--- src/rtl/uart_pkg.sv ---
// Shared UART framing constants and state encoding for the rx/tx pair.
package uart_pkg;

  localparam int CLKS_PER_BIT_DEF = 434;
  localparam int DATA_BITS        = 8;
  localparam int STOP_BITS        = 1;

  typedef enum logic [2:0] {
    S_WAIT_IDLE = 3'd0,
    S_IDLE      = 3'd1,
    S_START     = 3'd2,
    S_DATA      = 3'd3,
    S_STOP      = 3'd4
  } state_t;

  // Clock cycles taken by one complete frame on the line.
  function automatic int frame_clks(input int cpb);
    return cpb * (1 + DATA_BITS + STOP_BITS);
  endfunction

endpackage

--- src/rtl/uart_rx_if.sv ---
// Serial pin plus received-byte outputs; master is the line/consumer side, slave is the receiver.
interface uart_rx_if;
  import uart_pkg::*;

  logic                 rx;
  logic [DATA_BITS-1:0] rxdata;
  logic                 rxfinish;
  logic                 frame_err;
  logic                 busy;

  modport master (output rx, input rxdata, input rxfinish, input frame_err, input busy);
  modport slave  (input rx, output rxdata, output rxfinish, output frame_err, output busy);

endinterface

--- src/rtl/bit_sync.sv ---
// Two-flop synchronizer for an asynchronous level input; 2-cycle latency, no backpressure.
module bit_sync #(
  parameter logic RESET_VAL = 1'b1
) (
  input  logic clk,
  input  logic reset,
  input  logic i_async,
  output logic o_sync
);

  logic r_meta;
  logic r_sync;

  always_ff @(posedge clk) begin
    if (reset) begin
      r_meta <= RESET_VAL;
      r_sync <= RESET_VAL;
    end else begin
      r_meta <= i_async;
      r_sync <= r_meta;
    end
  end

  assign o_sync = r_sync;

endmodule

--- src/rtl/uart_rx.sv ---
// 8N1 UART receiver: mid-bit sampling, byte strobe at mid-stop-bit (HALF + 9 bit times after start edge).
// No backpressure: the consumer must take rxdata before the next frame completes.
module uart_rx
  import uart_pkg::*;
#(
  parameter int CLKS_PER_BIT = CLKS_PER_BIT_DEF
) (
  input  logic      clk,
  input  logic      reset,
  uart_rx_if.slave  bus
);

  localparam int HALF      = CLKS_PER_BIT / 2;
  localparam int CNT_WIDTH = $clog2(CLKS_PER_BIT);
  localparam logic [CNT_WIDTH-1:0] CNT_HALF = CNT_WIDTH'(HALF - 1);
  localparam logic [CNT_WIDTH-1:0] CNT_LAST = CNT_WIDTH'(CLKS_PER_BIT - 1);
  localparam logic [2:0]           IDX_LAST = 3'(DATA_BITS - 1);

  logic                 w_rx_s;
  state_t               r_state;
  state_t               w_state_nxt;
  logic [CNT_WIDTH-1:0] r_cnt;
  logic [2:0]           r_idx;
  logic [DATA_BITS-1:0] r_shift;
  logic [DATA_BITS-1:0] r_rxdata;
  logic                 r_rxfinish;
  logic                 r_frame_err;
  logic                 w_bit_end;
  logic                 w_start_smp;
  logic                 w_good;
  logic                 w_bad;
  logic                 w_shift_en;
  logic                 w_busy;

  bit_sync #(.RESET_VAL(1'b1)) u_sync (
    .clk     (clk),
    .reset   (reset),
    .i_async (bus.rx),
    .o_sync  (w_rx_s)
  );

  assign w_bit_end   = (r_cnt == CNT_LAST);
  assign w_start_smp = (r_cnt == CNT_HALF);

  always_ff @(posedge clk) begin
    if (reset) r_state <= S_WAIT_IDLE;
    else       r_state <= w_state_nxt;
  end

  always_comb begin
    w_state_nxt = r_state;
    case (r_state)
      S_WAIT_IDLE: if (w_rx_s && w_bit_end) w_state_nxt = S_IDLE;
      S_IDLE:      if (!w_rx_s) w_state_nxt = S_START;
      S_START:     if (w_start_smp) w_state_nxt = w_rx_s ? S_IDLE : S_DATA;
      S_DATA:      if (w_bit_end && (r_idx == IDX_LAST)) w_state_nxt = S_STOP;
      S_STOP:      if (w_bit_end) w_state_nxt = w_rx_s ? S_IDLE : S_WAIT_IDLE;
      default:     w_state_nxt = S_WAIT_IDLE;
    endcase
  end

  always_comb begin
    w_busy     = (r_state != S_IDLE);
    w_good     = (r_state == S_STOP) && w_bit_end && w_rx_s;
    w_bad      = (r_state == S_STOP) && w_bit_end && !w_rx_s;
    w_shift_en = (r_state == S_DATA) && w_bit_end;
  end

  always_ff @(posedge clk) begin
    if (reset) begin
      r_cnt       <= '0;
      r_idx       <= '0;
      r_shift     <= '0;
      r_rxdata    <= '0;
      r_rxfinish  <= 1'b0;
      r_frame_err <= 1'b0;
    end else begin
      r_rxfinish  <= w_good;
      r_frame_err <= w_bad;
      if (w_good) r_rxdata <= r_shift;

      if (w_shift_en) begin
        r_shift <= {w_rx_s, r_shift[DATA_BITS-1:1]};
        r_idx   <= r_idx + 1'b1;
      end else if (r_state != S_DATA) begin
        r_idx <= '0;
      end

      // Every state change starts a fresh bit-time count.
      if (r_state != w_state_nxt) begin
        r_cnt <= '0;
      end else begin
        case (r_state)
          S_WAIT_IDLE: r_cnt <= w_rx_s ? r_cnt + 1'b1 : '0;
          S_START:     r_cnt <= r_cnt + 1'b1;
          S_DATA,
          S_STOP:      r_cnt <= w_bit_end ? '0 : r_cnt + 1'b1;
          default:     r_cnt <= '0;
        endcase
      end
    end
  end

  assign bus.rxdata    = r_rxdata;
  assign bus.rxfinish  = r_rxfinish;
  assign bus.frame_err = r_frame_err;
  assign bus.busy      = w_busy;

endmodule

--- src/flat_wrapper.sv ---
// flat-port wrapper written by rule: the top's interface ports become plain ports
module uart_rx_flat import uart_pkg::*;
#(
  parameter int CLKS_PER_BIT = CLKS_PER_BIT_DEF
)
  (clk, reset, bus_rx, bus_rxdata, bus_rxfinish, bus_frame_err, bus_busy);
  uart_rx_if bus_i ();
  input  logic clk;
  input  logic reset;
  input wire logic [$bits(bus_i.rx)-1:0] bus_rx;
  output wire logic [$bits(bus_i.rxdata)-1:0] bus_rxdata;
  output wire logic [$bits(bus_i.rxfinish)-1:0] bus_rxfinish;
  output wire logic [$bits(bus_i.frame_err)-1:0] bus_frame_err;
  output wire logic [$bits(bus_i.busy)-1:0] bus_busy;
  assign bus_i.rx = bus_rx;
  assign bus_rxdata = bus_i.rxdata;
  assign bus_rxfinish = bus_i.rxfinish;
  assign bus_frame_err = bus_i.frame_err;
  assign bus_busy = bus_i.busy;
  uart_rx #(.CLKS_PER_BIT(CLKS_PER_BIT)) u_core (.clk(clk), .reset(reset), .bus(bus_i));
endmodule
--- config.mk ---
export PLATFORM = sky130hd
export DESIGN_NAME = uart_rx_flat
export DESIGN_NICKNAME = d
export VERILOG_FILES = /design/src/rtl/uart_pkg.sv /design/src/rtl/uart_rx_if.sv /design/src/rtl/bit_sync.sv /design/src/rtl/uart_rx.sv /design/src/flat_wrapper.sv
export SDC_FILE = /design/constraint.sdc
export NUM_CORES = 1
export LEC_CHECK = 0
export ABC_AREA = 0
export CAP_MARGIN = 20
export CORE_ASPECT_RATIO = 1.25
export CORE_MARGIN = 1.5
export CORE_UTILIZATION = 50
export CTS_CLUSTER_SIZE = 12
export DETAILED_ROUTE_END_ITERATION = 6
export PLACE_DENSITY_LB_ADDON = 0.3
export SLEW_MARGIN = 20
export SYNTH_ARGS = -nofsm -noshare
export SYNTH_HDL_FRONTEND = slang
export SYNTH_SLANG_ARGS = --single-unit
--- constraint.sdc ---
create_clock -name clk -period 1.74 [get_ports clk]
set_input_delay 0.348 -clock clk [delete_from_list [all_inputs] [get_ports clk]]
set_output_delay 0.348 -clock clk [all_outputs]
set_load 0.05 [all_outputs]
# Word-level counts from Yosys, hierarchy flattened
# Index checks and enable logic that the tools add are counted.
[totals] ff_bits=35 input_bits=3 output_inout_bits=11 wordCells=45
[classes] addsub=2 eq_ne=10 muxes=13 n_reduce_logical=11
[op_table] cell="9-bit one-hot mux with 3 select lines" n=1
[op_table] cell="3-bit 2-to-1 mux" n=7
[op_table] cell="9-bit 2-to-1 mux" n=2
[op_table] cell="3-bit one-hot mux with 5 select lines" n=1
[op_table] cell="9-bit by 1-bit adder with 9-bit output, second input constant" n=1
[op_table] cell="9-bit by 8-bit == test with 1-bit output, second input constant" n=1
[op_table] cell="9-bit == test, second input constant" n=1
[op_table] cell="3-bit by 2-bit == test with 1-bit output, second input constant" n=2
[op_table] cell="3-bit == test, second input constant" n=2
[op_table] cell="1-bit logical AND" n=6
[op_table] cell="2-bit OR reduction" n=2
[op_table] cell="3-bit by 1-bit adder with 3-bit output, second input constant" n=1
[op_table] cell="3-bit by 1-bit == test with 1-bit output, second input constant" n=1
[op_table] cell="3-bit zero test" n=1
[op_table] cell="3-bit by 1-bit != test with 1-bit output, second input constant" n=1
[op_table] cell="3-bit by 2-bit != test with 1-bit output, second input constant" n=1
[op_table] cell="3-bit != test" n=1
[op_table] cell="2-bit 2-to-1 mux" n=1
[op_table] cell="2-bit nonzero test" n=1
[op_table] cell="1-bit zero test" n=1
[op_table] cell="1-bit 2-to-1 mux" n=1

# Longest topological paths before layout
[logic_depth] depth_word=6 mapped_depth=8 depth_no_buf=7

# Modules after synthesis
# Synthesis repeated with hierarchy kept, for this count alone.
[unflattened] cells_unflattened=157 hier_area_um2=1549.0
[by_module_without_submodules] mod="uart_rx" instances=1 cells_each=153 area_each_um2=1496.4 seq_area_each_um2=660.6
[by_module_without_submodules] mod="bit_sync" instances=1 cells_each=4 area_each_um2=52.6 seq_area_each_um2=40.0

# Least setup slack after synthesis
# OpenSTA, ideal clock, no wires.
[synth_timing] path_type="register to register" from="register u_core.r_state[0]" to="register u_core.r_cnt[2]" setup_time_ps=136 arrival_ps=1797 required_time_ps=1604 path_slack_ps=-192 stages_incl_launch_ff=7 n_path_buf=1 synth_period_minus_slack_ps=1932 cell_sequence="dfxtp_1 -> buf_2 -> or3b_2 -> nor2_1 -> a311oi_2 -> mux2i_2 -> nor3_1"
[synth_between] elab_chain_len=4 elab_cells_between_ends=15 classes_between="eq/ne (5); mux (7); reduce/logical (3)"
[synth_rtl] element="start: declaration" line_no="uart_rx.sv:20" text="state_t r_state;"
[synth_rtl] element="start signal: assignment" line_no="uart_rx.sv:47" text="else r_state <= w_state_nxt;"
[synth_rtl] element="3-bit == test, or another cell as far along" line_no="uart_rx.sv:52, uart_rx.sv:93"
[synth_rtl] element="3-bit one-hot mux with 5 select lines" line_no="uart_rx.sv:52" text="case (r_state)"
[synth_rtl] element="3-bit != test" line_no="uart_rx.sv:90" text="if (r_state != w_state_nxt) begin"
[synth_rtl] element="2-bit OR reduction (no line)"
[synth_rtl] element="end signal: assignment" line_no="uart_rx.sv:94" text="S_WAIT_IDLE: r_cnt <= w_rx_s ? r_cnt + 1'b1 : '0;"
[synth_rtl] element="end signal: assignment" line_no="uart_rx.sv:95" text="S_START: r_cnt <= r_cnt + 1'b1;"
[synth_rtl] element="end signal: assignment" line_no="uart_rx.sv:97" text="S_STOP: r_cnt <= w_bit_end ? '0 : r_cnt + 1'b1;"
[synth_rtl] element="end: declaration" line_no="uart_rx.sv:22" text="logic [CNT_WIDTH-1:0] r_cnt;"
# Several ways; a longest one is shown, not always the timed one.
# A chain may end at the register's enable or synchronous reset.

# Worst setup path after layout
[layout_timing] from="register u_core.r_cnt[3]" to="register u_core.r_cnt[3]"
[layout_between] elab_chain_len=6 elab_cells_between_ends=15 classes_between="add/sub (1); eq/ne (3); mux (8); reduce/logical (3)"
[layout_rtl] element="9-bit == test" line_no="uart_rx.sv:42" text="assign w_bit_end = (r_cnt == CNT_LAST);"
[layout_rtl] element="1-bit logical AND, on equally long branches" line_no="uart_rx.sv:56, uart_rx.sv:53"
[layout_rtl] element="3-bit 2-to-1 mux, on equally long branches" line_no="uart_rx.sv:56, uart_rx.sv:53"
[layout_rtl] element="3-bit one-hot mux with 5 select lines" line_no="uart_rx.sv:52"
[layout_rtl] element="3-bit != test" line_no="uart_rx.sv:90"
[layout_rtl] element="2-bit OR reduction (no line)"
# Several ways; a longest one is shown, not always the timed one.

==> flow_summary.json <==
{
  "finalHoldViolations": 0,
  "arrival_ns": 2.04,
  "setup_ws_ns": -0.0634,
  "grt_pass1_vias": 1335,
  "synth_cell_types": 39,
  "antennaDiodeCount": 0,
  "relSlewSlack_pct": 79.8,
  "place_area_sq_um": 1780,
  "dr.pass1.iters": 4,
  "synthArstFlopShare_pct": 0,
  "fin_crit_ns": 1.80,
  "numPlacedInstances": 223,
  "portBuffers": 13,
  "wl_per_cell_um": 14.4,
  "gp_congestion": 0.921,
  "cts_tree": "built",
  "cts_sinks": 35,
  "clockBufferDepth": 2,
  "synth_nets": 173,
  "synthesis.instances": 165,
  "tightest_slew_ns": 0.298,
  "ir_drop_v": 0.000609,
  "crit_path_end_kind": "flop",
  "synthesis.yosys.warnings": 0,
  "nFillCells": 232,
  "initial_core_util_pct": 52.4,
  "crit_type": "flop to flop",
  "seq_area_frac_synth_pct": 45.8,
  "synth_seq_cells": 35,
  "slew_violations": 0,
  "outcome": "finished with violations",
  "synth-edff-count": 0,
  "grt_setup_unrepaired": "true",
  "area_delta_synth_final_pct": 28.0,
  "hp-class": "flop to flop",
  "core_area_sq_um": 2920,
  "drtIter0Drc": 25,
  "die-area_sq_um": 3400,
  "numCtsBuffers": 5,
  "setup_viol": 9,
  "ant_nets": 0,
  "grt_usage_pct": 23.1,
  "overflow": 0,
  "nets": 206,
  "required_ns": 1.98,
  "synth_top_area_share_pct": 45.8,
  "clock_skew_ns": 0.00495,
  "yosysMostFrequentCell": "dfxtp_1",
  "dp_hpwl_um": 2400,
  "remaining_drc_errors": 0,
  "worstSkewPairLatency_ns": 0.34,
  "grt_start_max_net_pins": 27,
  "critPathMaxFanout": 4,
  "ys.flop_type": "dfxtp_1",
  "power.density_nw_per_um2": 760,
  "synth_area_per_cell_sq_um": 9.27,
  "synth_area_leaders": "dfxtp_1 46%, mux2i_1 6.5%, nand2_1 4.9%",
  "clkTransAtPathRegs_ns": 0.11,
  "synthTopCellsByCount": "35 x dfxtp_1, 20 x nand2_1, 15 x nor2_1",
  "dieWidth_um": 52.5,
  "min_period_over_period_pct": 104,
  "fmax_mhz": 554,
  "vias_per_cell": 5.47,
  "leakage_nw": 0.748,
  "design_area_sq_um": 1960,
  "crit_path_start_kind": "flop",
  "drive_above_1_share_pct": 31.2,
  "rows": 22,
  "htreeDepth": 2,
  "instances_no_fill": 235,
  "synth_area_sq_um": 1530,
  "chipHeight_um": 64.9,
  "synth_top_area_cell": "dfxtp_1",
  "root_buffer": "clkbuf_4",
  "num_vias": 1285,
  "antenna_found_initial": 0,
  "wirelength_um": 3370,
  "grt_pass1_wl_um": 5840,
  "maxCapViolations": 0,
  "io_pins": 14,
  "violations": "setup timing"
}
-- worst max-delay path: stages, from the launching register on --
cell and delay, ns:
dfxtp_2 0.36, and4bb_2 0.26, and3_4 0.21, a311oi_4 0.33
mux2i_2 0.30, buf_2 0.19, nor3_1 0.05
-- cell families (layout without fill, tap and decap cells) --
family	after synthesis	in the layout	synth area share (%)
AND/OR/NAND/NOR	73	73	25.3
flip-flops	35	35	45.8
AO/OA/AOI/OAI	18	18	8.18
buffers and inverters	14	48	4.09
multiplexers	11	11	7.44
XOR/XNOR	9	9	5.15
adder cells (fa/ha/maj)	5	5	4.09
-- state kept, by name, indices dropped and copies added, names as in the netlist --
signal	flops
u_core.r_state	3
u_core.u_sync.r_meta	1
u_core.bus.rxfinish	1
u_core.r_shift	8
u_core.bus.rxdata	8
u_core.r_idx	3
u_core.bus.frame_err	1
u_core.u_sync.o_sync	1
u_core.r_cnt	9
-- cell type report --
class / count / area (sq um) / area share, %
clock buffers: 6 / 51.3 / 2.62
clock inverters: 2 / 35.0 / 1.79
inverters: 4 / 15.0 / 0.767
multi-input cells: 116 / 826 / 42.2
flip-flops and latches: 35 / 706 / 36.0
well taps: 36 / 45.0 / 2.30
repair buffers: 36 / 280 / 14.3
-- cell usage in the layout (no fill, tap or decap), types with 4 or more instances in the layout --
cell / count
a21oi_1: 12
buf_4: 31
clkbuf_4: 5
dfxtp_1: 31
dfxtp_2: 4
inv_1: 4
mux2i_1: 10
nand2_1: 20
nor2_1: 15
nor3_1: 11
xnor2_1: 4
xor2_1: 5
-- what timing repair did --
| item | 4_1_cts | 5_1_grt |
|---|---|---|
| endpoints found under the setup margin | 10 | 21 |
| cloned | 1 | 0 |
| hold buffers | 0 | 0 |
| setup buffers | 3 | 0 |
| pin swaps | 1 | 0 |
| resized for setup | 12 | 6 |
-- per-layer routing --
layer	GRT usage, %	share of wire [%]	vias to the layer above
li1	-	-	635
met1	23.5	40	617
met2	42.5	55	23
met3	4.38	2.6	10
met4	12.5	2.3	0
met5	0	0	-
-- path summary, 6_finish.rpt --
kind / end / cells after the start / startpoint / slack, ns
setup / recovery: u_core.r_cnt[3] / 6 / u_core.r_cnt[3] / -0.06
hold / removal: u_core.u_sync.o_sync / 1 / u_core.u_sync.r_meta / 0.42
setup reg to reg: u_core.r_cnt[3] / 6 / u_core.r_cnt[3] / -0.06
hold reg to reg: u_core.u_sync.o_sync / 1 / u_core.u_sync.r_meta / 0.42
-- where the power goes --
group,switching (mW),total (mW),internal [mW]
clock network,0.274,0.613,0.339
logic,0.0316,0.0612,0.0296
registers,0.00615,0.815,0.809
total,0.311,1.49,1.18
-- per-stage QoR --
stage / power (mW) / hold WS (ns) / TNS, ns / util [%] / setup WS (ns)
4_1_cts: 1.49 / 0.419 / -0.297 / 66.2 / -0.0366
2_1_floorplan: 0.867 / 0.389 / 0 / - / 0.00848
6_report: 1.49 / 0.418 / -0.518 / 67.1 / -0.0634
5_1_grt: 1.54 / 0.451 / -1.18 / 67.1 / -0.135
3_3_place_gp: 0.886 / 0.392 / -0.115 / 60.8 / -0.0189
3_5_place_dp: 0.890 / 0.393 / -0.666 / 60.8 / -0.0808
No activity file was read; power rests on OpenSTA's default activity.
